$ cat src/rtl/maxnet_act_update_if.sv
// Maxnet activation-update bus: run control, PLU handshake and committed activations.
// The master side drives start/init/PLU results; the slave side is maxnet_act_update.
interface maxnet_act_update_if #(
  parameter int unsigned ITER_W = 8
);
  logic              start;
  logic [31:0]       init_a1;
  logic [31:0]       init_a2;
  logic [31:0]       init_a3;
  logic [31:0]       init_a4;
  logic [31:0]       plu_out;
  logic              plu_done;
  logic              plu_start;
  logic [1:0]        nrn_sel;
  logic [31:0]       a1;
  logic [31:0]       a2;
  logic [31:0]       a3;
  logic [31:0]       a4;
  logic              busy;
  logic              done;
  logic [1:0]        winner;
  logic              no_winner;
  logic [ITER_W-1:0] iter_cnt;

  modport master (
    output start, init_a1, init_a2, init_a3, init_a4, plu_out, plu_done,
    input  plu_start, nrn_sel, a1, a2, a3, a4, busy, done, winner, no_winner, iter_cnt
  );

  modport slave (
    input  start, init_a1, init_a2, init_a3, init_a4, plu_out, plu_done,
    output plu_start, nrn_sel, a1, a2, a3, a4, busy, done, winner, no_winner, iter_cnt
  );
endinterface

$ cat src/rtl/maxnet_act_update.sv
// Maxnet iteration sequencer: issues four PLU evaluations, ReLUs results, commits them together.
// Optional ACT_CLAMP_EN macro clamps every loaded activation to at most 1.0 after ReLU.
module maxnet_act_update #(
  parameter int unsigned MAX_ITER = 64,
  parameter int unsigned ITER_W   = 8
) (
  input logic                clk,
  input logic                rst,
  maxnet_act_update_if.slave bus
);

  typedef enum logic [2:0] {
    StIdle, StCheck, StIssue, StWait, StCommit, StFinish
  } state_e;

  localparam logic [ITER_W-1:0] IterMax = ITER_W'(MAX_ITER);

  state_e            state_q, state_d;
  logic [31:0]       a_q [4];
  logic [31:0]       a_d [4];
  logic [31:0]       shadow_q [4];
  logic [31:0]       shadow_d [4];
  logic [1:0]        nrn_sel_q, nrn_sel_d;
  logic [ITER_W-1:0] iter_cnt_q, iter_cnt_d;
  logic [1:0]        winner_q, winner_d;
  logic              no_winner_q, no_winner_d;

  logic [3:0]        nz;
  logic [2:0]        n_nz;
  logic [1:0]        nz_idx;
  logic [31:0]       init_a [4];

  function automatic logic [31:0] act_fn(input logic [31:0] x);
    logic [31:0] r;
    r = x[31] ? 32'h0 : x;
`ifdef ACT_CLAMP_EN
    if (r > 32'h3F80_0000) r = 32'h3F80_0000;
`endif
    return r;
  endfunction

  assign init_a[0] = bus.init_a1;
  assign init_a[1] = bus.init_a2;
  assign init_a[2] = bus.init_a3;
  assign init_a[3] = bus.init_a4;

  // +0 and -0 both count as zero.
  always_comb begin
    for (int i = 0; i < 4; i++) nz[i] = |a_q[i][30:0];
    n_nz = {2'b00, nz[0]} + {2'b00, nz[1]} + {2'b00, nz[2]} + {2'b00, nz[3]};
    nz_idx = 2'd0;
    for (int i = 3; i >= 0; i--) begin
      if (nz[i]) nz_idx = 2'(i);
    end
  end

  always_ff @(posedge clk or posedge rst) begin
    if (rst) state_q <= StIdle;
    else     state_q <= state_d;
  end

  always_comb begin
    state_d = state_q;
    unique case (state_q)
      StIdle:   if (bus.start) state_d = StCheck;
      StCheck: begin
        if (n_nz <= 3'd1 || iter_cnt_q == IterMax) state_d = StFinish;
        else                                       state_d = StIssue;
      end
      StIssue:  state_d = StWait;
      StWait: begin
        if (bus.plu_done) state_d = (nrn_sel_q == 2'd3) ? StCommit : StIssue;
      end
      StCommit: state_d = StCheck;
      StFinish: state_d = StIdle;
      default:  state_d = StIdle;
    endcase
  end

  always_comb begin
    bus.plu_start = (state_q == StIssue);
    bus.busy      = (state_q != StIdle);
    bus.done      = (state_q == StFinish);
  end

  always_comb begin
    a_d         = a_q;
    shadow_d    = shadow_q;
    nrn_sel_d   = nrn_sel_q;
    iter_cnt_d  = iter_cnt_q;
    winner_d    = winner_q;
    no_winner_d = no_winner_q;
    unique case (state_q)
      StIdle: begin
        if (bus.start) begin
          for (int i = 0; i < 4; i++) a_d[i] = act_fn(init_a[i]);
          iter_cnt_d = '0;
        end
      end
      StCheck: begin
        // A single survivor wins even when the iteration limit is also reached.
        if (n_nz == 3'd1) begin
          winner_d    = nz_idx;
          no_winner_d = 1'b0;
        end else if (n_nz == 3'd0) begin
          no_winner_d = 1'b1;
        end else if (iter_cnt_q == IterMax) begin
          no_winner_d = 1'b1;
          winner_d    = 2'd0;
        end else begin
          nrn_sel_d = 2'd0;
        end
      end
      StWait: begin
        if (bus.plu_done) begin
          shadow_d[nrn_sel_q] = act_fn(bus.plu_out);
          if (nrn_sel_q != 2'd3) nrn_sel_d = nrn_sel_q + 2'd1;
        end
      end
      StCommit: begin
        a_d        = shadow_q;
        iter_cnt_d = iter_cnt_q + ITER_W'(1);
      end
      default: ;
    endcase
  end

  always_ff @(posedge clk or posedge rst) begin
    if (rst) begin
      for (int i = 0; i < 4; i++) begin
        a_q[i]      <= 32'h0;
        shadow_q[i] <= 32'h0;
      end
      nrn_sel_q   <= 2'd0;
      iter_cnt_q  <= '0;
      winner_q    <= 2'd0;
      no_winner_q <= 1'b0;
    end else begin
      a_q         <= a_d;
      shadow_q    <= shadow_d;
      nrn_sel_q   <= nrn_sel_d;
      iter_cnt_q  <= iter_cnt_d;
      winner_q    <= winner_d;
      no_winner_q <= no_winner_d;
    end
  end

  assign bus.a1        = a_q[0];
  assign bus.a2        = a_q[1];
  assign bus.a3        = a_q[2];
  assign bus.a4        = a_q[3];
  assign bus.nrn_sel   = nrn_sel_q;
  assign bus.iter_cnt  = iter_cnt_q;
  assign bus.winner    = winner_q;
  assign bus.no_winner = no_winner_q;

endmodule

$ cat src/flat_wrapper.sv
// flat-port wrapper written by rule: the top's interface ports become plain ports
module maxnet_act_update_flat 
#(
  parameter int unsigned MAX_ITER = 64,
  parameter int unsigned ITER_W   = 8
)
  (clk, rst, bus_start, bus_init_a1, bus_init_a2, bus_init_a3, bus_init_a4, bus_plu_out, bus_plu_done, bus_plu_start, bus_nrn_sel, bus_a1, bus_a2, bus_a3, bus_a4, bus_busy, bus_done, bus_winner, bus_no_winner, bus_iter_cnt);
  maxnet_act_update_if #(.ITER_W(ITER_W)) bus_i ();
  input logic clk;
  input logic rst;
  input wire logic [$bits(bus_i.start)-1:0] bus_start;
  input wire logic [$bits(bus_i.init_a1)-1:0] bus_init_a1;
  input wire logic [$bits(bus_i.init_a2)-1:0] bus_init_a2;
  input wire logic [$bits(bus_i.init_a3)-1:0] bus_init_a3;
  input wire logic [$bits(bus_i.init_a4)-1:0] bus_init_a4;
  input wire logic [$bits(bus_i.plu_out)-1:0] bus_plu_out;
  input wire logic [$bits(bus_i.plu_done)-1:0] bus_plu_done;
  output wire logic [$bits(bus_i.plu_start)-1:0] bus_plu_start;
  output wire logic [$bits(bus_i.nrn_sel)-1:0] bus_nrn_sel;
  output wire logic [$bits(bus_i.a1)-1:0] bus_a1;
  output wire logic [$bits(bus_i.a2)-1:0] bus_a2;
  output wire logic [$bits(bus_i.a3)-1:0] bus_a3;
  output wire logic [$bits(bus_i.a4)-1:0] bus_a4;
  output wire logic [$bits(bus_i.busy)-1:0] bus_busy;
  output wire logic [$bits(bus_i.done)-1:0] bus_done;
  output wire logic [$bits(bus_i.winner)-1:0] bus_winner;
  output wire logic [$bits(bus_i.no_winner)-1:0] bus_no_winner;
  output wire logic [$bits(bus_i.iter_cnt)-1:0] bus_iter_cnt;
  assign bus_i.start = bus_start;
  assign bus_i.init_a1 = bus_init_a1;
  assign bus_i.init_a2 = bus_init_a2;
  assign bus_i.init_a3 = bus_init_a3;
  assign bus_i.init_a4 = bus_init_a4;
  assign bus_i.plu_out = bus_plu_out;
  assign bus_i.plu_done = bus_plu_done;
  assign bus_plu_start = bus_i.plu_start;
  assign bus_nrn_sel = bus_i.nrn_sel;
  assign bus_a1 = bus_i.a1;
  assign bus_a2 = bus_i.a2;
  assign bus_a3 = bus_i.a3;
  assign bus_a4 = bus_i.a4;
  assign bus_busy = bus_i.busy;
  assign bus_done = bus_i.done;
  assign bus_winner = bus_i.winner;
  assign bus_no_winner = bus_i.no_winner;
  assign bus_iter_cnt = bus_i.iter_cnt;
  maxnet_act_update #(.MAX_ITER(MAX_ITER), .ITER_W(ITER_W)) u_core (.clk(clk), .rst(rst), .bus(bus_i));
endmodule
$ cat config.mk
export PLATFORM = sky130hd
export DESIGN_NAME = maxnet_act_update_flat
export DESIGN_NICKNAME = d
export VERILOG_FILES = /design/src/rtl/maxnet_act_update_if.sv /design/src/rtl/maxnet_act_update.sv /design/src/flat_wrapper.sv
export SDC_FILE = /design/constraint.sdc
export NUM_CORES = 1
export LEC_CHECK = 0
export CORE_ASPECT_RATIO = 1.2
export CORE_MARGIN = 3
export CORE_UTILIZATION = 53
export DETAILED_ROUTE_END_ITERATION = 10
export GPL_ROUTABILITY_DRIVEN = 0
export GPL_TIMING_DRIVEN = 0
export PLACE_DENSITY = 0.86
export SLEW_MARGIN = 20
export SYNTH_ARGS = -nofsm -noshare
export SYNTH_HDL_FRONTEND = slang
export SYNTH_SLANG_ARGS = --single-unit
$ cat constraint.sdc
create_clock -name clk -period 17.1 [get_ports clk]
set_clock_uncertainty 0.15 [all_clocks]
set_input_delay 1.71 -clock clk [delete_from_list [all_inputs] [get_ports clk]]
set_output_delay 1.71 -clock clk [all_outputs]
set_load 0.05 [all_outputs]
==> impl_metrics.env <==
export IMPL_track_usage_pct=32.95
export IMPL_gr_total_overflow=0
export IMPL_crit_path_max_fanout=10
export IMPL_synth_cell_types=35
export IMPL_worst_slew_pin_slew_ps=913.8
export IMPL_cts_root_buf="clkbuf_16"
export IMPL_cts_htree_levels=1
export IMPL_tns_ps=0
export IMPL_io_buffers=302
export IMPL_numCtsBuffers=25
export IMPL_total_power_uw=2679
export IMPL_postRouteAntennaNets=0
export IMPL_wl_met3_mm=3.257
export IMPL_max_slew_margin_pct=39.07
export IMPL_vias_per_cell=5.968
export IMPL_hold_ws_ps=341.5
export IMPL_grt_pass1_wl_mm=61.42
export IMPL_cp_end_kind="primary output"
export IMPL_vdd_drop_max_v=0.0001182
export IMPL_clkTransAtPathRegs_ps=70
export IMPL_firstDrtPassIters=7
export IMPL_drt_iter0_drc=1082
export IMPL_die_y_um=168.6
export IMPL_status="finished clean"
export IMPL_drive_gt1_share_pct=5.127
export IMPL_seq_area_frac_synth_pct=56.57
export IMPL_placementRows=58
export IMPL_die_w_um=141.5
export IMPL_muxShareOfSynthArea_pct=0.5143
export IMPL_area_growth_pct=36.37
export IMPL_cts_buffer_depth=3
export IMPL_ys_warn_count=0
export IMPL_fmax_ghz=0.2441
export IMPL_syn_area_um2=11680
export IMPL_vias=11050
export IMPL_antenna_found_initial=1
export IMPL_finalCriticalPeriod_ps=4097
export IMPL_maxSlewViolCount=0
export IMPL_rsz0062_at_grt="false"
export IMPL_min_path_type="flip-flop to flip-flop"
export IMPL_leakagePower_uw=0.006896
export IMPL_insertion_delay_ps=520
export IMPL_hpwl_mm=29.38
export IMPL_synth_xor_area_share_pct=0
export IMPL_final_nets=1737
export IMPL_final_hold_viol_count=0
export IMPL_core_um2=21340
export IMPL_dieArea_um2=23860
export IMPL_synth_compound_area_share_pct=17.05
export IMPL_grt_pass1_vias=11070
export IMPL_cts_setup_buffers=0
export IMPL_maxCapViolations=0
export IMPL_highest_layer="met4"
export IMPL_synth_adder_area_share_pct=1.243
export IMPL_wl_met1_mm=15.39
export IMPL_cts_resized_gates=0
export IMPL_wl_mm=40.10
export IMPL_cts_tree="done"
export IMPL_final_common_cell="clkdlybuf4s50_1"
export IMPL_drc=0
export IMPL_netlist_instances=1228
export IMPL_critPathArrivalTime_ps=2240
export IMPL_startpoint_type="flip-flop"
export IMPL_cts_sink_count=264
export IMPL_timing_final_crit_share_pct=23.96
export IMPL_setup_viol=0
export IMPL_route_met2_wl_mm=19.14
export IMPL_start_util_pct=54.73
export IMPL_synth_seq_cells=264
export IMPL_grt_max_degree=111
export IMPL_hold_buffers=0
export IMPL_p_per_area_nw_per_um2=168.3
export IMPL_critical_path_class="flip-flop to primary output"
export IMPL_ios=308
export IMPL_synth_top_family_by_area="simple AND/OR/NAND/NOR gates"
export IMPL_syn_area_per_cell_um2=9.509
export IMPL_mostFrequentLayoutCells="302 x clkdlybuf4s50_1, 264 x dfrtp_1, 240 x nand2_1"
export IMPL_synthSimpleGateAreaFrac_pct=19.89
export IMPL_cp_data_required_time_ps=15240
export IMPL_wl_per_cell_um=21.67
## routing by layer
layer  global-route usage (%)  up-vias
met5                        0        -
met4                    16.74        0
met3                    4.210      122
met2                    53.27      601
met1                    44.02     5376
li1                         -     4948
## critical path, cell delays in order (launching register included)
cell and delay, ps:
dfrtp_1 410, buf_2 180, nor3_1 320, inv_1 90
clkdlybuf4s50_1 720
## final cells by class
type,count,area (µm²)
sequential,264,6606
antenna,1,2.502
fill,1499,5411
timing repair buffer,304,3078
clock inverter,16,168.9
tap,270,337.8
inverter,36,142.6
multi-input combinational,836,4533
buffer,95,414.1
clock buffer,29,640.6
## cell usage after synthesis, drive strengths merged
cell     number  area [µm²]
fa            1       20.02
or4           1       11.26
a222oi       25       250.2
nor4         29       193.9
nand2b       32       200.2
o21ai       237        1190
ha           10       125.1
and3b         1       8.760
nor2b         3       18.77
o21bai        1       7.510
a221oi        1       8.760
and2          4       25.02
conb          1       3.750
dfrtp       264        6606
a21oi       100       500.5
nor3          5       25.02
a22o          3       26.28
nand4bb       1       11.26
nand4        11       68.82
nor3b       101       758.2
mux2i         6       60.06
nand2       240       900.9
and3          4       25.02
clkbuf       65       244.0
inv          36       135.1
a22oi         1       7.510
nor2          9       41.29
buf          30       170.2
nand3         5       25.02
and4          1       8.760
## logic make-up after synthesis
kind of cell,count (synthesis)
simple gates,447
buf+inv,131
fa+ha+maj,11
mux,6
compound gates,368
flops,264
other cells,1
## where the power goes
part	leakage (µW)	switching [µW]	internal, µW	total [µW]
sequential	0.00348	204	847	1050
clock	0.000391	245	316	560
combinational	0.00302	694	375	1070
## registers in the layout (all words and copies together) (netlist names), 2 cells and up
signal / count
u_core.shadow_q: 124
u_core.state_q: 3
u_core.bus.nrn_sel: 2
u_core.bus.iter_cnt: 8
u_core.bus.a1: 31
u_core.bus.a2: 31
u_core.bus.winner: 2
u_core.bus.a4: 31
u_core.bus.a3: 31
## worst paths after layout
check	from	endpoint	slack (ps)	depth (start not counted)
min in group asynchronous	rst	u_core.bus.iter_cnt[7]$_DFFE_PP0P_	1520	2
max reg2reg	u_core.bus.a2[20]$_DFFE_PP0P_	u_core.bus.winner[0]$_DFFE_PP0P_	13510	11
min reg2reg	u_core.shadow_q[65]$_DFFE_PP0P_	u_core.shadow_q[65]$_DFFE_PP0P_	340	2
max in group asynchronous	rst	u_core.shadow_q[35]$_DFFE_PP0P_	14310	3
max	u_core.state_q[2]$_DFFE_PP0P_	bus_busy	13000	4
min	u_core.shadow_q[65]$_DFFE_PP0P_	u_core.shadow_q[65]$_DFFE_PP0P_	340	2
## metrics by stage
step | setup slack (ps) | area (µm²) | utilization, % | std cells
after detailed placement | 12780 | 15110 | 70.83 | 1805
after floorplan | 7971 | 11690 | - | 1231
final | 13000 | 15920 | 74.64 | 1851
after CTS | 13000 | 15920 | 74.62 | 1850
after global routing | 12920 | 15920 | 74.64 | 1851
after global placement | 5134 | 15050 | 70.54 | 1803
(Power assumes the default switching activity.)
